<file path="src/rtl/addr_unit.sv">
// addr_unit: PC/EA address datapath with indexed EA add, page-cross fix-up and zero-page wrap.
// Optional: define ADDR_UNIT_ALWAYS_FIX_EN to route every non-zero-page index add through FIX.
module addr_unit #(
  parameter logic [15:0] RESET_PC = 16'hFFFC
) (
  input  logic        i_clk,
  input  logic        i_rst_n,
  input  logic [3:0]  i_ctrl,
  input  logic [7:0]  i_data,
  input  logic        i_pc_load,
  input  logic [15:0] i_pc_val,
  input  logic        i_idx_start,
  input  logic [7:0]  i_index_val,
  input  logic        i_zpg,
  output logic [15:0] o_addr,
  output logic [15:0] o_pc,
  output logic [15:0] o_ea,
  output logic        o_busy,
  output logic        o_idx_done,
  output logic        o_page_cross
);
  localparam logic [1:0] IDLE = 2'd0;
  localparam logic [1:0] ADD  = 2'd1;
  localparam logic [1:0] FIX  = 2'd2;
  logic [1:0]  state_q, state_d;
  logic [15:0] pc_q, pc_d, ea_q, ea_d;
  logic [7:0]  idx_q, idx_d;
  logic        zpg_q, zpg_d, cross_q, cross_d, done_q, done_d;
  logic [8:0]  sum;
  assign sum = {1'b0, ea_q[7:0]} + {1'b0, idx_q};
  // PC advances every cycle regardless of index activity; a jump load beats increment
  assign pc_d = i_pc_load ? i_pc_val : (i_ctrl[2] ? pc_q + 16'd1 : pc_q);
  // Index sequencer and EA byte loads; cross_q doubles as the carry consumed by FIX
  always_comb begin
    state_d = state_q;
    ea_d    = ea_q;
    idx_d   = idx_q;
    zpg_d   = zpg_q;
    cross_d = cross_q;
    done_d  = 1'b0;
    case (state_q)
      IDLE: begin
        if (i_idx_start) begin
          idx_d   = i_index_val;
          zpg_d   = i_zpg;
          state_d = ADD;
        end else begin
          ea_d[7:0]  = i_ctrl[1] ? i_data : ea_q[7:0];
          ea_d[15:8] = i_ctrl[0] ? i_data : ea_q[15:8];
        end
      end
      ADD: begin
        ea_d[7:0] = sum[7:0];
        if (zpg_q) begin
          ea_d[15:8] = 8'h00;
          cross_d    = 1'b0;
          state_d    = IDLE;
          done_d     = 1'b1;
        end else begin
          cross_d = sum[8];
`ifdef ADDR_UNIT_ALWAYS_FIX_EN
          state_d = FIX;
`else
          state_d = sum[8] ? FIX : IDLE;
          done_d  = ~sum[8];
`endif
        end
      end
      FIX: begin
        ea_d[15:8] = ea_q[15:8] + {7'b0, cross_q};
        state_d    = IDLE;
        done_d     = 1'b1;
      end
      default: state_d = IDLE;
    endcase
  end
  // State registers with asynchronous reset that aborts any index operation
  always_ff @(posedge i_clk or negedge i_rst_n) begin
    if (!i_rst_n) begin
      state_q <= IDLE;
      pc_q    <= RESET_PC;
      ea_q    <= 16'h0000;
      idx_q   <= 8'h00;
      zpg_q   <= 1'b0;
      cross_q <= 1'b0;
      done_q  <= 1'b0;
    end else begin
      state_q <= state_d;
      pc_q    <= pc_d;
      ea_q    <= ea_d;
      idx_q   <= idx_d;
      zpg_q   <= zpg_d;
      cross_q <= cross_d;
      done_q  <= done_d;
    end
  end
  assign o_addr       = i_ctrl[3] ? pc_q : ea_q;
  assign o_pc         = pc_q;
  assign o_ea         = ea_q;
  assign o_busy       = (state_q == ADD) || (state_q == FIX);
  assign o_idx_done   = done_q;
  assign o_page_cross = cross_q;
endmodule

</file>
<file path="config.mk">
export PLATFORM = sky130hd
export DESIGN_NAME = addr_unit
export DESIGN_NICKNAME = d
export VERILOG_FILES = /design/src/rtl/addr_unit.sv
export SDC_FILE = /design/constraint.sdc
export NUM_CORES = 1
export LEC_CHECK = 0
export CAP_MARGIN = 20
export CORE_MARGIN = 2
export CORE_UTILIZATION = 40
export CTS_BUF_LIST = sky130_fd_sc_hd__clkbuf_2
export DETAILED_ROUTE_END_ITERATION = 10
export PLACE_DENSITY = 0.72
export SYNTH_ARGS = -nofsm -noshare
export SYNTH_HDL_FRONTEND = slang
export SYNTH_SLANG_ARGS = --single-unit
</file>
<file path="constraint.sdc">
create_clock -name i_clk -period 6.09 [get_ports i_clk]
set_clock_uncertainty 0.2 [all_clocks]
set_input_delay 1.5225 -clock i_clk [delete_from_list [all_inputs] [get_ports i_clk]]
set_output_delay 1.5225 -clock i_clk [all_outputs]
set_load 0.03 [all_outputs]
</file>
==> metrics.md, run 1 <==
| Metric | Value |
|---|---|
| Initial Utilization | `40.7%` |
| Lkg Pwr | `roughly 1.6 nW` |
| Yosys top cell by area | `dfrtp_1` |
| Worst slew pin tran | `951 ps` |
| Clock buffer depth | `2` |
| R2R cell count | `7` |
| H-tree depth | `2` |
| Critical R2R Launch | `state_q[1]$_DFFE_PN0P_` |
| Final Power | `roughly 1.8 mW` |
| Wirelength per Cell | `between 15 and 20 um` |
| GRT Residual Overflow | `0` |
| Result of the run | `complete, no violations` |
| Row count | `30` |
| Mapped Avg Cell Area | `9.81 um^2` |
| Critical path fanouts, max | `16` |
| Ratio of cells with drive above 1 in the final layout | `15.6%` |
| Worst-skew pair later-pin latency | `about 410 ps` |
| Pint | `1.01 mW` |
| # diodes | `0` |
| # DRC | `0` |
| IO Port Bufs | `91` |
| Final critical-path required period | `a little under 5000 ps` |
| Chip width | `slightly below 90 um` |
| Peak supply drop | `234 uV` |
| Hold endpoint | `idx_q[0]$_DFFE_PN0P_` |
| WHS Path Cells | `1` |
| Final ANT Viol Nets | `0` |
| CTS Sinks | `45` |
| Worst hold-check path type | `reg2reg` |
| Ys Warns | `0` |
| Synthesized net count | `between 300 and 400` |
| Drt total wl | `6.90 mm` |
| Comb power frac | `59.2%` |
| Min-delay src | `idx_q[0]$_DFFE_PN0P_` |
| Setup TNS | `0 ps` |
| TritonRoute pass-1 iters | `4` |
| CP Class | `in2out` |
| Share of the synthesized area in the top cell type | `about 28%` |
| Number of distinct library cells after synthesis | `37` |
| Vias in the first global route | `approximately 2300` |
| Sw power | `about 800 uW` |
| EDFF count, synth | `0` |
| Fillers | `between 600 and 700` |
| Pre-CTS worst setup slack | `roughly 1200 ps` |
| Critical path capture point type | `primary output` |
| RSZ-0062 raised after global routing | `false` |
| CTS tree | `done` |
| Commonest cells post-synth | `nand2_1, o21ai_0, dfrtp_1` |
| Final Hold Viols | `0` |
| Final Max Tran Viols | `0` |
| # setup viols final | `0` |
| Max_cap viols | `0` |
| Tcrit/Tclk final | `between 80% and 90%` |
| Most frequent cell after synthesis | `nand2_1` |
| CTS Hold Bufs | `0` |
| Seq pwr share | `between 20 and 30%` |
| I/O pin cnt | `92` |
| PostCTS Resize Cnt | `0` |
| Seq cells post-synth | `between 40 and 50` |
| Post-synth ARST share | `100%` |
| Post-synthesis cell area | `~2700 um^2` |
| Nets@finish | `roughly 430` |
| First-pass GRT wire length | `about 11 mm` |
| WP data arrival | `3170 ps` |
| Clock Root Buffer | `clkbuf_2` |
| Setup ws final | `between 1000 and 1500 ps` |
| Gr usage total | `a little under a fifth` |
| Core footprint | `6720 um^2` |
| Layout Area Growth over Synthesis | `39.6%` |
| Post-DP HPWL | `5.20 mm` |
| Initial antenna violation count | `0` |
| Pwr Density | `approximately 480 nW/um^2` |
| Switching part of the total power | `between 40% and 50%` |
| R2R Setup Slk | `approximately 3600 ps` |
| Required @ worst endpoint | `between 4000 and 5000 ps` |
| Post-synthesis sequential area ratio | `41.8%` |
| Clock share of power | `11.6%` |
| Max_slew headroom | `between 30% and 40%` |
| Vias per cell | `around 5.3` |
| DRT iter0 DRCs | `just under 60` |
| Die ar. | `between 7000 and 8000 um^2` |
| Via Count | `about 2400` |
| F_max | `about 200 MHz` |
| Inserted Clock Buffers | `5` |
| Setup Buffers After CTS | `0` |
| GPL Wtd Cong | `about 0.80` |
| Area contributors post-synth | `dfrtp_1, dfstp_2, mux2_2` |
| Largest net degree at the start of global routing | `between 40 and 50` |
| WHS | `approximately 340 ps` |
| Die height | `approximately 87 um` |
| Post-Synthesis Cells | `about 280` |
| Top FF cell, synth | `dfrtp_1` |
| Worst reg2reg endpoint | `o_ea[10]$_DFFE_PN0P_` |
| Clock transition at path regs | `roughly 240 ps` |
| Crit start category | `primary input` |
worst max-delay path: stages:
cell	delay (ps)
clkdlybuf4s50_1	450
buf_4	240
mux2_2	360
clkdlybuf4s50_1	600
routing by layer:
metal  wire, um  track usage (%)  up-vias  share of wire [%]
li1           -                -     1174                  -
met1       3220             24.6     1119                 47
met2       3280             32.8       70                 47
met3        349             3.81        5                5.1
met4         57             4.26        0               0.83
met5          0                0        -                  0
power groups by stage:
| stage | Sequential [mW] | Combinational, mW | Clock (mW) |
|---|---|---|---|
| 2_1_floorplan | 0.620 | 0.638 | 0 |
| 3_3_place_gp | 0.539 | 1.05 | 0 |
| 3_5_place_dp | 0.541 | 1.08 | 0 |
| 4_1_cts | 0.536 | 1.08 | 0.214 |
| 5_1_grt | 0.551 | 1.19 | 0.228 |
| 6_report | 0.533 | 1.08 | 0.212 |
worst max path at each step:
| stage | startpoint | end | slack, ps |
|---|---|---|---|
| final | i_ctrl[3] | o_addr[1] | 1190 |
| after global routing | i_ctrl[3] | o_addr[1] | 1140 |
| after CTS | i_ctrl[3] | o_addr[5] | 1180 |
| after detailed placement | i_ctrl[3] | o_addr[5] | 1180 |
| after global placement | i_ctrl[3] | o_addr[3] | 1200 |
| after floorplan | i_ctrl[3] | o_addr[10] | 1790 |
cell type report:
type | instances | area (um^2) | share of cell area [%]
Multi-Input combinational cell | 221 | 1540 | 40.2
Sequential cell | 45 | 1140 | 29.9
Clock inverter | 3 | 65.1 | 1.70
Tap cell | 80 | 100 | 2.62
Timing Repair Buffer | 94 | 941 | 24.6
Clock buffer | 5 | 25.0 | 0.655
Inverter | 3 | 11.3 | 0.295
placed cells by master, fill, tap and decap left out, types with 2 or more instances in the layout:
cell,n
xnor2_1,8
clkbuf_2,5
and3_1,4
or2_2,2
bufinv_16,2
nand2b_1,2
a22oi_1,5
o21ai_0,34
clkdlybuf4s50_1,90
ha_1,15
a31oi_1,3
nor3_1,5
nand3_1,7
nand2_1,44
a21o_1,2
nand4_1,3
mux2_2,27
buf_4,2
a21oi_1,15
mux2i_1,7
o21ai_1,2
inv_1,3
nor3b_1,2
nor2b_1,5
nor2_1,8
dfstp_2,14
dfrtp_1,31
xor2_1,11
kinds of logic (layout without fill, tap and decap cells):
logic type	Yosys count	after routing	synth area share [%]
xor gates and xnor gates	19	19	6.08
adders and majority gates	16	16	7.59
AOI/OAI and AO/OA	65	65	13.5
muxes	34	34	13.7
buffers and inverters	13	105	2.10
DFF	45	45	41.8
and+or+nand+nor	87	87	15.3
registers in the layout, indices dropped and copies added (netlist names):
name / cells
o_ea: 16
o_pc: 16
idx_q: 8
state_q: 2
o_idx_done: 1
o_page_cross: 1
zpg_q: 1
metrics by stage:
stage | util, % | std cells | instance area [um^2]
global route | 56.9 | 451 | 3820
CTS | 56.5 | 449 | 3790
global placement | 55.1 | 441 | 3700
floorplan | - | 279 | 2740
detailed placement | 55.1 | 441 | 3700
finish | 56.9 | 451 | 3820
Note: power is estimated with default switching activity, not from simulation.
==> run 2, diff against run 1 <==
Settings changed: PLACE_DENSITY 0.72 to 0.74.
Clock period 6.09 ns to 4.18 ns, I/O delays scaled along.
==> run 2 against run 1 <==
Non-clock buffer count stayed put. Critical path depth stayed put. Clock power is 16% lower. Cell area is 1.0% lower. Register-to-register slack worse by 1900 ps. Count of clock-buffer cells in the layout stayed put. First-iteration DRC count is 71% higher. Flip-flop and latch count stayed put. Die area stayed put. Sequential power is 45% higher. Critical endpoint is now o_addr[7]. Critical path type unchanged.
==> metrics.md, run 2 (synthesized netlist as in run 1, its figures left out) <==
| Metric | Value |
|---|---|
| DRT iter0 DRCs | `99 (+71%)` |
| Worst hold-check path type | `in2async` |
| CTS Sinks | `45 (unchanged)` |
| Clock transition at path regs | `230 ps (about the same)` |
| Crit-path most repeated cell | `clkdlybuf4s50_1` |
| Lkg Pwr | `1.53 nW (-1.3%)` |
| Sw power | `1.18 mW (+45%)` |
| WP data arrival | `2670 ps (-500 ps)` |
| Worst-skew pair later-pin latency | `410 ps (about the same)` |
| CP max stage delay | `610 ps (about the same)` |
| Final Max Tran Viols | `0 (unchanged)` |
| TritonRoute pass-1 iters | `4 (unchanged)` |
| Required @ worst endpoint | `2930 ps (-1440 ps)` |
| # DRC | `0 (unchanged)` |
| Vias per cell | `5.25 (about the same)` |
| Design area | `3780 um^2 (-1.0%)` |
| Pint | `1.35 mW (+34%)` |
| Final Hold Viols | `0 (unchanged)` |
| Comb power frac | `62.3% (+3.1 points)` |
| Max_cap viols | `0 (unchanged)` |
| Max_slew headroom | `36.5% (+0.046 points)` |
| Die height | `86.7 um (unchanged)` |
| GRT Residual Overflow | `0 (unchanged)` |
| Final critical-path required period | `between 3000 and 4000 ps` |
| Multi-input combinational cell area | `1540 um^2 (unchanged)` |
| Crit start category | `primary input` |
| CP Class | `in2out` |
| I/O pin cnt | `92 (unchanged)` |
| Seq pwr share | `30.6% (+1.4 points)` |
| Layout Area Growth over Synthesis | `38.2%` |
| Die ar. | `7520 um^2 (unchanged)` |
| Clock buffer depth | `2 (unchanged)` |
| CTS tree | `done` |
| Worst path cell trace | `clkdlybuf4s50_1 -> buf_12 -> mux2_2 -> clkdlybuf4s50_1` |
| Post-DP HPWL | `5.17 mm (-0.58%)` |
| Clock share of power | `7.1% (-4.5 points)` |
| Nets@finish | `427 (unchanged)` |
| Inserted Clock Buffers | `5 (unchanged)` |
| Initial Utilization | `40.7% (unchanged)` |
| Final ANT Viol Nets | `0 (unchanged)` |
| F_max | `between 200 and 300 MHz` |
| Fillers | `612 (-1.6%)` |
| IO Port Bufs | `91 (unchanged)` |
| DP Area | `3720 um^2 (+0.54%)` |
| Tcrit/Tclk final | `about 94%` |
| Initial antenna violation count | `0 (unchanged)` |
| Commonest non-fill, non-tap cell in the layout | `clkdlybuf4s50_1` |
| # diodes | `0 (unchanged)` |
| Result of the run | `complete, no violations` |
| Gr usage total | `19.0% (+0.040 points)` |
| # setup viols final | `0 (unchanged)` |
| Critical path fanouts, max | `16 (unchanged)` |
| Clock Root Buffer | `clkbuf_2` |
| Worst slew pin tran | `950 ps (-0.682 ps)` |
| Ratio of cells with drive above 1 in the final layout | `15.1% (-0.54 points)` |
| Wirelength per Cell | `15.1 um (-1.5%)` |
| Drt total wl | `6.80 mm (-1.5%)` |
| First-pass GRT wire length | `11.3 mm (+1.8%)` |
| Row count | `30 (unchanged)` |
| Pwr Density | `669 nW/um^2 (+40%)` |
| GPL Wtd Cong | `0.867 (+8.5%)` |
| Commonest cells after routing, fill and taps aside | `clkdlybuf4s50_1, nand2_1, o21ai_0` |
| Slowest cell on crit path | `clkdlybuf4s50_1` |
| Vias in the first global route | `2255 (-0.35%)` |
| H-tree depth | `2 (unchanged)` |
| Peak supply drop | `347 uV (+48%)` |
| Critical path capture point type | `primary output` |
| Via Count | `2369 (+0.042%)` |
| Register area | `1140 um^2 (unchanged)` |
| Setup Buffers After CTS | `0 (unchanged)` |
| Largest net degree at the start of global routing | `46 (unchanged)` |
| Setup TNS | `0 ps (unchanged)` |
| Core footprint | `6720 um^2 (unchanged)` |
| RSZ-0062 raised after global routing | `false` |
| Switching part of the total power | `46.6% (+1.9 points)` |
| PostCTS Resize Cnt | `0 (unchanged)` |
| Chip width | `86.7 um (unchanged)` |
| CTS Hold Bufs | `0 (unchanged)` |
==> run 2: cell count changes in the layout (fill, tap and decap cells not counted) <==
| cell | before | now |
|---|---|---|
| clkinv_1 | 0 | 2 |
| buf_12 | 1 | 2 |
| bufinv_16 | 2 | 0 |
| buf_4 | 2 | 1 |
==> run 2: worst max-delay path, delay by kind of cell <==
family / cells / cell delay (ps)
multiplexers: 1 / 350
buffers and inverters: 3 / 1270
==> run 2: worst paths after layout <==
path	startpoint	end	slack, ps	cells after the start
worst max-delay path	i_ctrl[3]	o_addr[7]	260	4
worst min-delay path	i_rst_n	idx_q[4]$_DFFE_PN0P_	290	1
min in group i_clk	idx_q[0]$_DFFE_PN0P_	idx_q[0]$_DFFE_PN0P_	350	1
worst max register to register	state_q[1]$_DFFE_PN0P_	o_ea[10]$_DFFE_PN0P_	1690	7
worst min register to register	idx_q[0]$_DFFE_PN0P_	idx_q[0]$_DFFE_PN0P_	350	1
max in group asynchronous	i_rst_n	o_pc[2]$_DFFE_PN1P_	2910	2
==> run 2: power groups by stage <==
| stage | Combinational, mW | Clock [mW] | Sequential (mW) |
|---|---|---|---|
| finish | 1.58 | 0.179 | 0.775 |
| global route | 1.73 | 0.205 | 0.807 |
| CTS | 1.58 | 0.186 | 0.782 |
| detailed placement | 1.58 | 0 | 0.791 |
| global placement | 1.54 | 0 | 0.786 |
| floorplan | 0.930 | 0 | 0.903 |
==> run 2: metrics by stage <==
stage	power, mW	worst slack [ps]	instances	hold slack (ps)	utilization, %
final	2.53	261	451	291	56.3
after global placement	2.32	299	442	299	55.4
after detailed placement	2.37	262	442	305	55.4
after global routing	2.74	239	451	263	56.3
after CTS	2.55	261	450	352	56.0
after floorplan	1.83	834	279	284	-
==> run 2: area by class of cell <==
type                            count  share of cell area [%]
Multi-Input combinational cell    221                    40.6
Sequential cell                    45                    30.2
Timing Repair Buffer               94                    25.2
Tap cell                           80                    2.65
Clock buffer                        5                   0.662
Clock inverter                      3                   0.331
Inverter                            3                   0.298
==> run 2: routing by layer <==
layer | vias up | wire length (um) | track usage [%] | share of wire, %
met1 | 1129 | 3190 | 26.3 | 47
li1 | 1168 | - | - | -
met3 | 6 | 301 | 3.43 | 4.4
met5 | - | 0 | 0 | 0
met2 | 66 | 3240 | 31.4 | 48
met4 | 0 | 58 | 3.98 | 0.85
==> run 3, diff against run 2 <==
Settings changed: ABC_AREA from default to 1, PLACE_DENSITY 0.74 to 0.73.
==> run 3 against run 2 <==
Utilization decreased by 2.6 points. Highest routed layer unchanged. Total power increased by 7.3%. Count of clock-buffer cells in the layout unchanged. Synthesized area increased by 13%. Cell area increased by 8.1%. Global-route usage increased by 1.2 points. Largest power group unchanged. Combinational power increased by 12%.
==> metrics.md, run 3 <==
| Metric | Value |
|---|---|
| Result of the run | `complete, no violations` |
| Max_cap viols | `0 (unchanged)` |
| CTS tree | `done` |
| Layout Area Growth over Synthesis | `32.5%` |
| PostCTS Resize Cnt | `0 (unchanged)` |
| Final Non-Filler Cells | `617 (+37%)` |
| WP data arrival | `2180 ps (-490 ps)` |
| RSZ-0062 raised after global routing | `false` |
| TritonRoute pass-1 iters | `4 (unchanged)` |
| IO Port Bufs | `91 (unchanged)` |
| Worst hold-check path type | `in2async` |
| Switching part of the total power | `52.1% (+5.5 points)` |
| Worst slew pin tran | `651 ps (-299 ps)` |
| Final Power | `2.72 mW (+7.3%)` |
| Tcrit/Tclk final | `82.0% (-12 points)` |
| Setup Buffers After CTS | `0 (unchanged)` |
| Initial Utilization | `40.5% (-0.20 points)` |
| I/O pin cnt | `92 (unchanged)` |
| Top FF cell, synth | `dfrtp_1` |
| Pint | `1.30 mW (-3.7%)` |
| Util after Layout | `53.7% (-2.6 points)` |
| CP Class | `reg2out` |
| Post-synth ARST share | `100% (unchanged)` |
| Post-synthesis cell area | `3080 um^2 (+13%)` |
| Final Hold Viols | `0 (unchanged)` |
| Synthesized net count | `481 (+43%)` |
| Inserted Clock Buffers | `5 (unchanged)` |
| Fillers | `730 (+19%)` |
| Pwr Density | `664 nW/um^2 (-0.70%)` |
| WHS | `214 ps (-77.0 ps)` |
| Initial antenna violation count | `0 (unchanged)` |
| Ratio of cells with drive above 1 in the final layout | `13.2% (-1.9 points)` |
| Seq pwr share | `28.2% (-2.4 points)` |
| Critical path capture point type | `primary output` |
| Sw power | `1.41 mW (+20%)` |
| Post-Synthesis Cells | `424 (+52%)` |
| F_max | `292 MHz (+14%)` |
| Wirelength per Cell | `13.7 um (-9.4%)` |
| Mapped Avg Cell Area | `7.27 um^2 (-26%)` |
| Most frequent cell after synthesis | `nand2_1` |
| Final critical-path required period | `3430 ps (-493 ps)` |
| Die height | `91.8 um (+5.9%)` |
| Nets@finish | `571 (+34%)` |
| Chip width | `91.8 um (+5.9%)` |
| CTS Hold Bufs | `0 (unchanged)` |
| # DRC | `0 (unchanged)` |
| Seq cells post-synth | `45 (unchanged)` |
| First-pass GRT wire length | `13.7 mm (+22%)` |
| Final ANT Viol Nets | `0 (unchanged)` |
| Post-DP HPWL | `6.46 mm (+25%)` |
| CTS Sinks | `45 (unchanged)` |
| Die ar. | `8430 um^2 (+12%)` |
| Placed cells | `608 (+38%)` |
| Share of the synthesized area in the top cell type | `25.2% (-3.2 points)` |
| Largest net degree at the start of global routing | `46 (unchanged)` |
| Required @ worst endpoint | `2930 ps (about the same)` |
| Area contributors post-synth | `dfrtp_1, nand2_1, dfstp_2` |
| Commonest non-fill, non-tap cell in the layout | `nand2_1` |
| Critical path fanouts, max | `11 (-5)` |
| Commonest cells post-synth | `nand2_1, inv_1, nand3_1` |
| GPL Wtd Cong | `0.877 (+1.1%)` |
| DRT iter0 DRCs | `122 (+23%)` |
| Clock buffer depth | `2 (unchanged)` |
| Comb power frac | `65.1% (+2.8 points)` |
| Worst-skew pair later-pin latency | `430 ps (+20 ps)` |
| Final Max Tran Viols | `0 (unchanged)` |
| Commonest cells after routing, fill and taps aside | `nand2_1, clkdlybuf4s50_1, inv_1` |
| Clock share of power | `6.7% (-0.4 points)` |
| H-tree depth | `2 (unchanged)` |
| Core footprint | `7610 um^2 (+13%)` |
| Vias per cell | `4.95 (-5.7%)` |
| Row count | `32 (+6.7%)` |
| GRT Residual Overflow | `0 (unchanged)` |
| Clock transition at path regs | `220 ps (about the same)` |
| Post-synthesis sequential area ratio | `37.1% (-4.7 points)` |
| Clock Root Buffer | `clkbuf_2` |
| Setup TNS | `0 ps (unchanged)` |
| Number of distinct library cells after synthesis | `36 (-2.7%)` |
| Vias in the first global route | `2865 (+27%)` |
| # setup viols final | `0 (unchanged)` |
| Gr usage total | `20.2% (+1.2 points)` |
| # diodes | `0 (unchanged)` |
| Max_slew headroom | `56.5% (+20 points)` |
| Ys Warns | `0 (unchanged)` |
| Drt total wl | `8.43 mm (+24%)` |
| EDFF count, synth | `0 (unchanged)` |
| Peak supply drop | `335 uV (-3.3%)` |
| Crit start category | `flip-flop` |
| Via Count | `3056 (+29%)` |
| Yosys top cell by area | `dfrtp_1` |
| Lkg Pwr | `1.94 nW (+27%)` |
==> run 3: critical path, stage by stage, from the launching register on <==
cell and delay [ps]:
dfrtp_1 450, inv_1 70, ha_1 500, clkdlybuf4s50_1 740
==> run 3: power by group through the flow <==
| stage | registers, mW | logic (mW) | clock network (mW) |
|---|---|---|---|
| after global routing | 0.791 | 1.95 | 0.208 |
| final | 0.767 | 1.77 | 0.181 |
| after global placement | 0.775 | 1.72 | 0 |
| after detailed placement | 0.775 | 1.76 | 0 |
| after CTS | 0.769 | 1.77 | 0.187 |
| after floorplan | 0.915 | 1.09 | 0 |
==> run 3: worst paths after layout <==
kind / from / endpoint / slack (ps) / cells after the start
worst max register to register: state_q[1]$_DFFE_PN0P_ / o_ea[12]$_DFFE_PN0P_ / 1950 / 7
worst max-delay path: state_q[1]$_DFFE_PN0P_ / o_busy / 750 / 3
max in group asynchronous: i_rst_n / o_pc[3]$_DFFE_PN1P_ / 3060 / 2
min in group i_clk: idx_q[5]$_DFFE_PN0P_ / idx_q[5]$_DFFE_PN0P_ / 320 / 2
worst min-delay path: i_rst_n / idx_q[7]$_DFFE_PN0P_ / 210 / 1
worst min register to register: idx_q[5]$_DFFE_PN0P_ / idx_q[5]$_DFFE_PN0P_ / 320 / 2
==> run 3: cells by family (layout without fill, tap and decap cells) <==
kind of cell             Yosys count  after routing  share of synthesized area, %
XOR/XNOR                           7              7                          1.99
flip-flops                        45             45                          37.1
buffers and inverters             68            159                          8.97
AO/OA/AOI/OAI                     75             75                          15.3
AND/OR/NAND/NOR                  213            213                          30.0
adder cells (fa/ha/maj)           16             16                          6.73
==> run 3: layout make-up <==
| class | instances | area (um^2) | area share [%] |
|---|---|---|---|
| multi-input combinational | 311 | 1660 | 40.7 |
| sequential | 45 | 1140 | 28.0 |
| timing repair buffer | 94 | 901 | 22.0 |
| inverter | 57 | 214 | 5.23 |
| tap | 102 | 128 | 3.12 |
| clock buffer | 5 | 25.0 | 0.612 |
| clock inverter | 3 | 12.5 | 0.306 |
==> run 3: stage by stage <==
step | setup WS [ps] | area [um^2]
4_1_cts | 741 | 4070
3_5_place_dp | 753 | 4030
6_report | 754 | 4090
5_1_grt | 615 | 4090
2_1_floorplan | 1010 | 3080
3_3_place_gp | 794 | 4030
==> run 3: metal layers <==
metal | vias up | wire, um | global-route usage, %
li1 | 1560 | - | -
met1 | 1412 | 3960 | 28.3
met2 | 76 | 3980 | 32.6
met3 | 8 | 376 | 3.12
met4 | 0 | 111 | 5.72
met5 | - | 0 | 0
